## src/rtl/shift_cmd_sequencer_if.sv

```systemverilog
// Request, rotate-stage and result signals of shift_cmd_sequencer.
// master is the sequencer side; slave is the source, the rotate stage and the consumer.
interface shift_cmd_sequencer_if;
    logic       in_valid;
    logic       in_ready;
    logic [7:0] in_data;
    logic [2:0] in_amt;
    logic       in_dir;
    logic [1:0] in_reps;
    logic [7:0] sh_a;
    logic [2:0] sh_amt;
    logic       sh_dir;
    logic [7:0] sh_y;
    logic       out_valid;
    logic       out_ready;
    logic [7:0] out_data;

    modport master (
        input  in_valid, in_data, in_amt, in_dir, in_reps, sh_y, out_ready,
        output in_ready, sh_a, sh_amt, sh_dir, out_valid, out_data
    );

    modport slave (
        output in_valid, in_data, in_amt, in_dir, in_reps, sh_y, out_ready,
        input  in_ready, sh_a, sh_amt, sh_dir, out_valid, out_data
    );
endinterface

```

## src/rtl/shift_cmd_sequencer.sv

```systemverilog
// Queues rotate requests and drives an external combinational rotate stage,
// re-circulating its result for multi-pass requests.
module shift_cmd_sequencer #(
    parameter int DEPTH = 4
) (
    input  logic                        clk,
    input  logic                        reset_n,
    shift_cmd_sequencer_if.master       bus,
    output logic                        busy
);
    localparam int AW = $clog2(DEPTH);
    localparam logic [AW-1:0] PTR_ONE  = AW'(1);
    localparam logic [AW:0]   CNT_ONE  = (AW+1)'(1);
    localparam logic [AW:0]   CNT_ZERO = (AW+1)'(0);
    localparam logic [AW:0]   CNT_FULL = (AW+1)'(DEPTH);

    localparam logic [1:0] S_IDLE = 2'd0;
    localparam logic [1:0] S_ROT  = 2'd1;
    localparam logic [1:0] S_DONE = 2'd2;

    // Entry layout: {data[13:6], amt[5:3], dir[2], reps[1:0]}
    logic [13:0]   mem_q [DEPTH];
    logic [AW-1:0] wr_ptr_q, rd_ptr_q;
    logic [AW:0]   count_q;
    logic [13:0]   head_s;
    logic          push_s, pop_s;

    logic [1:0] state_q, state_d;
    logic [7:0] sh_a_q, sh_a_d;
    logic [2:0] sh_amt_q, sh_amt_d;
    logic       sh_dir_q, sh_dir_d;
    logic [1:0] cnt_q, cnt_d;
    logic       out_valid_q, out_valid_d;
    logic [7:0] out_data_q, out_data_d;

    assign bus.in_ready  = (count_q != CNT_FULL);
    assign push_s        = bus.in_valid & bus.in_ready;
    assign head_s        = mem_q[rd_ptr_q];
    assign bus.sh_a      = sh_a_q;
    assign bus.sh_amt    = sh_amt_q;
    assign bus.sh_dir    = sh_dir_q;
    assign bus.out_valid = out_valid_q;
    assign bus.out_data  = out_data_q;
    assign busy          = (state_q != S_IDLE) | (count_q != CNT_ZERO);

    // Request FIFO storage, pointers and occupancy
    always_ff @(posedge clk or negedge reset_n) begin
        if (!reset_n) begin
            for (int i = 0; i < DEPTH; i++) begin
                mem_q[i] <= 14'd0;
            end
            wr_ptr_q <= '0;
            rd_ptr_q <= '0;
            count_q  <= CNT_ZERO;
        end else begin
            if (push_s) begin
                mem_q[wr_ptr_q] <= {bus.in_data, bus.in_amt, bus.in_dir, bus.in_reps};
                wr_ptr_q        <= wr_ptr_q + PTR_ONE;
            end
            if (pop_s) begin
                rd_ptr_q <= rd_ptr_q + PTR_ONE;
            end
            case ({push_s, pop_s})
                2'b10:   count_q <= count_q + CNT_ONE;
                2'b01:   count_q <= count_q - CNT_ONE;
                default: count_q <= count_q;
            endcase
        end
    end

    // Sequencer next-state: pop in IDLE, re-circulate in ROT, hold result in DONE
    always_comb begin
        state_d     = state_q;
        sh_a_d      = sh_a_q;
        sh_amt_d    = sh_amt_q;
        sh_dir_d    = sh_dir_q;
        cnt_d       = cnt_q;
        out_valid_d = out_valid_q;
        out_data_d  = out_data_q;
        pop_s       = 1'b0;
        case (state_q)
            S_IDLE: begin
                if (count_q != CNT_ZERO) begin
                    pop_s    = 1'b1;
                    sh_a_d   = head_s[13:6];
                    sh_amt_d = head_s[5:3];
                    sh_dir_d = head_s[2];
                    cnt_d    = head_s[1:0];
                    state_d  = S_ROT;
                end else begin
                    state_d = S_IDLE;
                end
            end
            S_ROT: begin
                if (cnt_q == 2'd0) begin
                    out_data_d  = bus.sh_y;
                    out_valid_d = 1'b1;
                    state_d     = S_DONE;
                end else begin
                    sh_a_d = bus.sh_y;
                    cnt_d  = cnt_q - 2'd1;
                end
            end
            S_DONE: begin
                if (bus.out_ready) begin
                    out_valid_d = 1'b0;
                    state_d     = S_IDLE;
                end else begin
                    state_d = S_DONE;
                end
            end
            default: begin
                out_valid_d = 1'b0;
                state_d     = S_IDLE;
            end
        endcase
    end

    // Sequencer state and rotate-stage operand registers
    always_ff @(posedge clk or negedge reset_n) begin
        if (!reset_n) begin
            state_q     <= S_IDLE;
            sh_a_q      <= 8'h00;
            sh_amt_q    <= 3'd0;
            sh_dir_q    <= 1'b0;
            cnt_q       <= 2'd0;
            out_valid_q <= 1'b0;
            out_data_q  <= 8'h00;
        end else begin
            state_q     <= state_d;
            sh_a_q      <= sh_a_d;
            sh_amt_q    <= sh_amt_d;
            sh_dir_q    <= sh_dir_d;
            cnt_q       <= cnt_d;
            out_valid_q <= out_valid_d;
            out_data_q  <= out_data_d;
        end
    end
endmodule

```

## src/flat_wrapper.sv

```systemverilog
// flat-port wrapper written by rule: the top's interface ports become plain ports
module shift_cmd_sequencer_flat 
#(
    parameter int DEPTH = 4
)
  (clk, reset_n, busy, bus_in_valid, bus_in_data, bus_in_amt, bus_in_dir, bus_in_reps, bus_sh_y, bus_out_ready, bus_in_ready, bus_sh_a, bus_sh_amt, bus_sh_dir, bus_out_valid, bus_out_data);
  shift_cmd_sequencer_if bus_i ();
  input  logic clk;
  input  logic reset_n;
  output logic busy;
  input wire logic [$bits(bus_i.in_valid)-1:0] bus_in_valid;
  input wire logic [$bits(bus_i.in_data)-1:0] bus_in_data;
  input wire logic [$bits(bus_i.in_amt)-1:0] bus_in_amt;
  input wire logic [$bits(bus_i.in_dir)-1:0] bus_in_dir;
  input wire logic [$bits(bus_i.in_reps)-1:0] bus_in_reps;
  input wire logic [$bits(bus_i.sh_y)-1:0] bus_sh_y;
  input wire logic [$bits(bus_i.out_ready)-1:0] bus_out_ready;
  output wire logic [$bits(bus_i.in_ready)-1:0] bus_in_ready;
  output wire logic [$bits(bus_i.sh_a)-1:0] bus_sh_a;
  output wire logic [$bits(bus_i.sh_amt)-1:0] bus_sh_amt;
  output wire logic [$bits(bus_i.sh_dir)-1:0] bus_sh_dir;
  output wire logic [$bits(bus_i.out_valid)-1:0] bus_out_valid;
  output wire logic [$bits(bus_i.out_data)-1:0] bus_out_data;
  assign bus_i.in_valid = bus_in_valid;
  assign bus_i.in_data = bus_in_data;
  assign bus_i.in_amt = bus_in_amt;
  assign bus_i.in_dir = bus_in_dir;
  assign bus_i.in_reps = bus_in_reps;
  assign bus_i.sh_y = bus_sh_y;
  assign bus_i.out_ready = bus_out_ready;
  assign bus_in_ready = bus_i.in_ready;
  assign bus_sh_a = bus_i.sh_a;
  assign bus_sh_amt = bus_i.sh_amt;
  assign bus_sh_dir = bus_i.sh_dir;
  assign bus_out_valid = bus_i.out_valid;
  assign bus_out_data = bus_i.out_data;
  shift_cmd_sequencer #(.DEPTH(DEPTH)) u_core (.clk(clk), .reset_n(reset_n), .bus(bus_i), .busy(busy));
endmodule
```

## config.mk

```make
export PLATFORM = sky130hd
export DESIGN_NAME = shift_cmd_sequencer_flat
export DESIGN_NICKNAME = d
export VERILOG_FILES = /design/src/rtl/shift_cmd_sequencer_if.sv /design/src/rtl/shift_cmd_sequencer.sv /design/src/flat_wrapper.sv
export SDC_FILE = /design/constraint.sdc
export NUM_CORES = 1
export LEC_CHECK = 0
export ABC_AREA = 1
export BUFFER_PORTS_ARGS = -buffer_cell sky130_fd_sc_hd__buf_2
export CAP_MARGIN = 30
export CORE_ASPECT_RATIO = 0.7
export CORE_UTILIZATION = 60
export CTS_CLUSTER_SIZE = 40
export DETAILED_ROUTE_END_ITERATION = 7
export PLACE_DENSITY = 0.83
export SETUP_SLACK_MARGIN = 0.1
export SYNTH_ARGS = -nofsm -noshare
export SYNTH_HDL_FRONTEND = slang
export SYNTH_SLANG_ARGS = --single-unit
```

## constraint.sdc

```tcl
create_clock -name clk -period 3.1 [get_ports clk]
set_input_delay 0.31 -clock clk [delete_from_list [all_inputs] [get_ports clk]]
set_output_delay 0.31 -clock clk [all_outputs]
set_load 0.05 [all_outputs]
```

After elaboration in Yosys (flattened, before gate mapping)
Index checks and enable logic that the tools add are counted.
Widths: inputs -> output; s select.

storage, ports and cells
  register bits = 88
  bits of input ports = 26
  word-level logic and storage cells = 69

operators by class
  $add $sub $neg = 5
  $lt $le $gt $ge = 3
  eq/ne operators = 9
  multiplexer cells = 22
  bitwise logic cells = 5
  reductions and logical operators = 11

operators by type and width
  cell                 count
  $bwmux 56            1
  $mux 14              3
  $bmux 14 s2          1
  $demux 14 s2         1
  $mux 8               2
  $pmux 8 s2           1
  $mux 2               4
  $ge 3x3->1 const B   2
  $not 2->3            2
  $pmux 2 s3           1
  $pmux 3 s2           1
  $reduce_and 3->1     2
  $reduce_bool 2->1    3
  $mux 1               5
  $add 2x1->2 const B  2
  $eq 2x1->1 const B   2
  $eq 2x2->1 const B   2
  $logic_not 2->1      2
  $ne 2x1->1 const B   2
  $ne 2x2->1 const B   2
  $pmux 2 s2           1
  $reduce_and 2->1     2
  $add 3x1->3 const B  1
  $lt 3x1->1 const B   1
  9 further kinds      9

Depth between registers and ports, before layout
  depth after elaboration = 6
  gate-level depth with buffers = 10
  mapped depth without buffers = 9

Least setup slack after synthesis
OpenSTA, ideal clock, no wires.

  path type = flip-flop to flip-flop
  start point = register u_core.count_q[0]
  end point = register u_core.count_q[2]
  library setup time = 131 ps
  arrival = 1999 ps
  data required time = 2969 ps
  slack = 970 ps
  cell stages (with the launch flop) = 11
  cell sequence = dfrtp_1 > inv_2 > nand3_4 > nand2_4 > buf_8 > buf_6 > ha_1 > fa_1 > a21oi_1 > o21ai_0 > xor2_1

on the way
  elaborated cells on any way between the ends = 11
  classes of those cells = 2 x add/sub; 3 x eq/ne; 3 x mux; 1 x bitwise; 2 x reduce/logical

RTL lines
  what                                                    line                       text
  from (decl)                                             shift_cmd_sequencer.sv:24  logic [AW:0] count_q;
  from (signal assigned)                                  shift_cmd_sequencer.sv:64  2'b10: count_q <= count_q + CNT_ONE;
  from (signal assigned)                                  shift_cmd_sequencer.sv:65  2'b01: count_q <= count_q - CNT_ONE;
  from (signal assigned)                                  shift_cmd_sequencer.sv:66  default: count_q <= count_q;
  $ne 3x3->1 (*)                                          shift_cmd_sequencer.sv:36  assign bus.in_ready = (count_q != CNT_FULL);
  named net bus_in_ready                                  flat_wrapper.sv:18         output wire logic [$bits(bus_i.in_ready)-1:0] bus_in_ready;
  $and 1x1->1 (*)                                         shift_cmd_sequencer.sv:37  assign push_s = bus.in_valid & bus.in_ready;
  $eq 2x1->1 / $eq 2x2->1 (equally long branches)         shift_cmd_sequencer.sv:63  case ({push_s, pop_s})
  $pmux 3 s2 / $reduce_bool 2->1 (equally long branches)  --

The timed path passes the listed nets; every way through them passes the cells marked *.
A chain may end at the register's enable or synchronous reset.

Worst setup path after layout
  start point = register u_core.count_q[0]
  end point = register u_core.count_q[2]

on the way
  longest elaborated chain between the ends = 5
  elaborated cells on any way between the ends = 11
  classes of those cells = 2 x add/sub; 3 x eq/ne; 3 x mux; 1 x bitwise; 2 x reduce/logical

ends and longest elaborated chain
  what                                                    line                       text
  $reduce_bool 3->1 (*)                                   shift_cmd_sequencer.sv:83  if (count_q != CNT_ZERO) begin
  $mux 1 (*)                                              shift_cmd_sequencer.sv:83
  $mux 1 (*)                                              shift_cmd_sequencer.sv:81  case (state_q)
  named net u_core.pop_s                                  shift_cmd_sequencer.sv:26  logic push_s, pop_s;
  $eq 2x1->1 / $eq 2x2->1 (equally long branches)         shift_cmd_sequencer.sv:63
  $pmux 3 s2 / $reduce_bool 2->1 (equally long branches)  --

Marks and branches as above.

==> flow_summary.json <==
{
  "status": "finished, final reports clean",
  "drc": 0,
  "hold_viol": 0,
  "critical_path_buf_inv_count": 2,
  "yosysUniqueCellTypes": 30,
  "cp-start-kind": "register",
  "ys_seq_elements": 88,
  "avgSynthCellArea_sq_um": 8.20,
  "stdcell_count": 651,
  "synth-edff-count": 0,
  "finalSetupViolCount": 0,
  "clock_path_buffers": 2,
  "path_max_fanout": 17,
  "initial_utilization_pct": 62.3,
  "holdWs_ns": 0.190,
  "ir_worst_vdd_mv": 0.609,
  "power_density_nw_per_um2": 1190,
  "syn-cell-area_sq_um": 4230,
  "placementRows": 25,
  "via_per_inst": 5.33,
  "cpPeakStageDelay_ns": 0.46,
  "period_minus_slack_ns": 2.47,
  "cp_top_family": "adder cells",
  "fin_nets": 585,
  "timing.slew.headroom_pct": 53.1,
  "p_leak_nw": 2.46,
  "grt_use_total_pct": 28.0,
  "wl_per_cell_microns": 14.4,
  "syn_inst": 516,
  "p_total_mw": 5.55,
  "ys_warn_count": 0,
  "worstPathRequired_ns": 3.34,
  "ios": 49,
  "synth_fp_nets": 549,
  "drv_slew": 0,
  "cts_resized": 0,
  "drtIter0Drc": 230,
  "clock_latency_ns": 0.37,
  "root_buffer": "clkbuf_8",
  "ant_nets": 0,
  "rsz0062_at_grt": "false",
  "cap_violations": 0,
  "gp_congestion": 0.767,
  "place_inst": 634,
  "finClkSkew_ns": 0.00909,
  "core-area_sq_um": 6790,
  "num_vias": 3468,
  "async_reset_ff_share_pct": 100,
  "first_pass_iters": 5,
  "routed_wirelength_mm": 9.38,
  "path_clk_slew_ns": 0.09,
  "clock_sinks": 88,
  "cts_tree": "built",
  "tightest_slew_ns": 0.703,
  "grt_pass1_vias": 3302,
  "fmax_mhz": 404,
  "area_delta_synth_final_pct": 9.85,
  "port_buffers": 48,
  "htreeDepth": 3,
  "die-area_sq_um": 7400,
  "cp-end-kind": "register",
  "numCtsBuffers": 9,
  "diodes": 0,
  "grt_max_degree": 59,
  "tns_ns": 0,
  "hpwl_mm": 6.34,
  "fin_ws_ns": 0.627,
  "pre_cts_slack_ns": 0.695,
  "chipWidth_microns": 102,
  "cp_slowest_cell": "fa_1",
  "ys_dominant_reg_cell": "dfrtp_1",
  "cp.arrival_ns": 2.72,
  "crit_chain": "inv_2 -> nand3_1 -> nand2_2 -> inv_1 -> ha_1 -> fa_1 -> a21oi_1 -> o21ai_0 -> xor2_1",
  "die_y_microns": 72.3,
  "post_cts_buffers": 0,
  "antenna_found_initial": 0,
  "hp-class": "in2reg",
  "finalCritPeriodShare_pct": 79.8,
  "grt-ovfl-total": 0,
  "grt_pass1_wl_mm": 15.7,
  "worstSetupPathType": "reg2reg",
  "seq_area_frac_synth_pct": 52.1,
  "drive_above_1_share_pct": 13.6
}
## per-layer routing
metal / GRT usage (%) / wire (microns) / vias up
li1: - / - / 1711
met2: 45.8 / 4550 / 100
met3: 7.51 / 620 / 13
met5: 0 / 0 / -
met4: 7.30 / 152 / 0
met1: 37.4 / 4060 / 1644
## path summary, 6_finish.rpt
kind | startpoint | endpoint | slack (ns) | cells past startpoint
max in group asynchronous | reset_n | u_core.mem_q[12] | 2.05 | 3
max | u_core.count_q[0] | u_core.count_q[2] | 0.63 | 9
min in group asynchronous | reset_n | u_core.mem_q[2] | 0.43 | 2
max reg2reg | u_core.count_q[0] | u_core.count_q[2] | 0.63 | 9
min reg2reg | u_core.bus.sh_amt[0] | u_core.bus.sh_amt[0] | 0.49 | 2
min | bus_in_dir | u_core.mem_q[16] | 0.19 | 3
## cells in the mapped netlist (2+ instances only)
cell type  count  share of area (%)
nand2_1      215                 19
dfrtp_1       88                 52
o21ai_0       51                6.0
nand3_1       41                4.9
inv_1         32                2.8
o21ai_1       18                2.1
buf_2         10                1.2
buf_6          8                2.1
a21oi_1        7               0.83
clkbuf_1       7               0.62
nor2_1         7               0.62
ha_1           6                1.8
o211ai_1       4               0.71
nor2_8         3                1.4
xor2_1         3               0.62
inv_2          2               0.18
## per-stage QoR
step           util [%]  cell area [sq um]
2_1_floorplan         -               4230
3_3_place_gp       65.1               4420
3_5_place_dp       65.5               4450
4_1_cts            68.5               4650
5_1_grt            68.5               4650
6_report           68.5               4650
## cells in the final DEF, fill, tap and decap left out
master         instances
buf_2                 47
nor2_2                 1
inv_1                 32
clkinv_1               1
fa_1                   1
buf_16                 1
bufinv_16              1
nor2_1                 7
ha_1                   6
o211ai_1               4
clkbuf_8               9
nor2_8                 3
or2_2                  1
o21ai_1               18
o22ai_1                1
xnor2_1                1
nand3_1               41
dfrtp_1               88
clkinv_2               1
nand4_1                1
buf_4                  4
inv_2                  2
nand2_1              215
xor2_1                 3
o21ai_0               51
a21oi_1                7
dlygate4sd3_1          1
nand2_2                1
nand3_4                1
nand2_4                1
clkbuf_1               2
nor3_1                 1
clkinvlp_4             3
## area by class of cell
| class | count | area [sq um] |
|---|---|---|
| Sequential cell | 88 | 2200 |
| Timing Repair Buffer | 53 | 303 |
| Tap cell | 94 | 118 |
| Fill cell | 571 | 2140 |
| Inverter | 35 | 131 |
| Multi-Input combinational cell | 365 | 1700 |
| Clock inverter | 5 | 57.6 |
| Clock buffer | 11 | 131 |
## where the power goes
group          total (mW)  switching, mW  internal, mW
combinational        2.77           2.00         0.770
clock               0.779          0.408         0.372
sequential           1.99          0.286          1.71
total                5.55           2.70          2.85
## flip-flops by register name, summed over array words and instances, names as in the netlist
signal	cells
u_core.bus.out_valid	1
u_core.bus.sh_dir	1
u_core.rd_ptr_q	2
u_core.wr_ptr_q	2
u_core.bus.sh_a	8
u_core.count_q	3
u_core.state_q	2
u_core.bus.out_data	8
u_core.bus.sh_amt	3
u_core.cnt_q	2
u_core.mem_q	56
## worst min-delay path, delay by kind of cell
kind | cells | cell delay (ns)
AND/OR/NAND/NOR | 2 | 0.10
buffers and inverters | 1 | 0.11
## repair_timing
action	in CTS	in global routing
hold buffers	1	0
hold endpoints to repair	30	0
setup endpoints to repair	0	0
## kinds of logic after synthesis
logic type / Yosys count / synth area share, %
and+or+nand+nor: 273 / 27.4
DFF: 88 / 52.1
AOI/OAI and AO/OA: 81 / 9.85
buffers and inverters: 63 / 7.66
adders and majority gates: 7 / 2.25
xor gates and xnor gates: 4 / 0.828
Power figures use the tool's default switching activity.
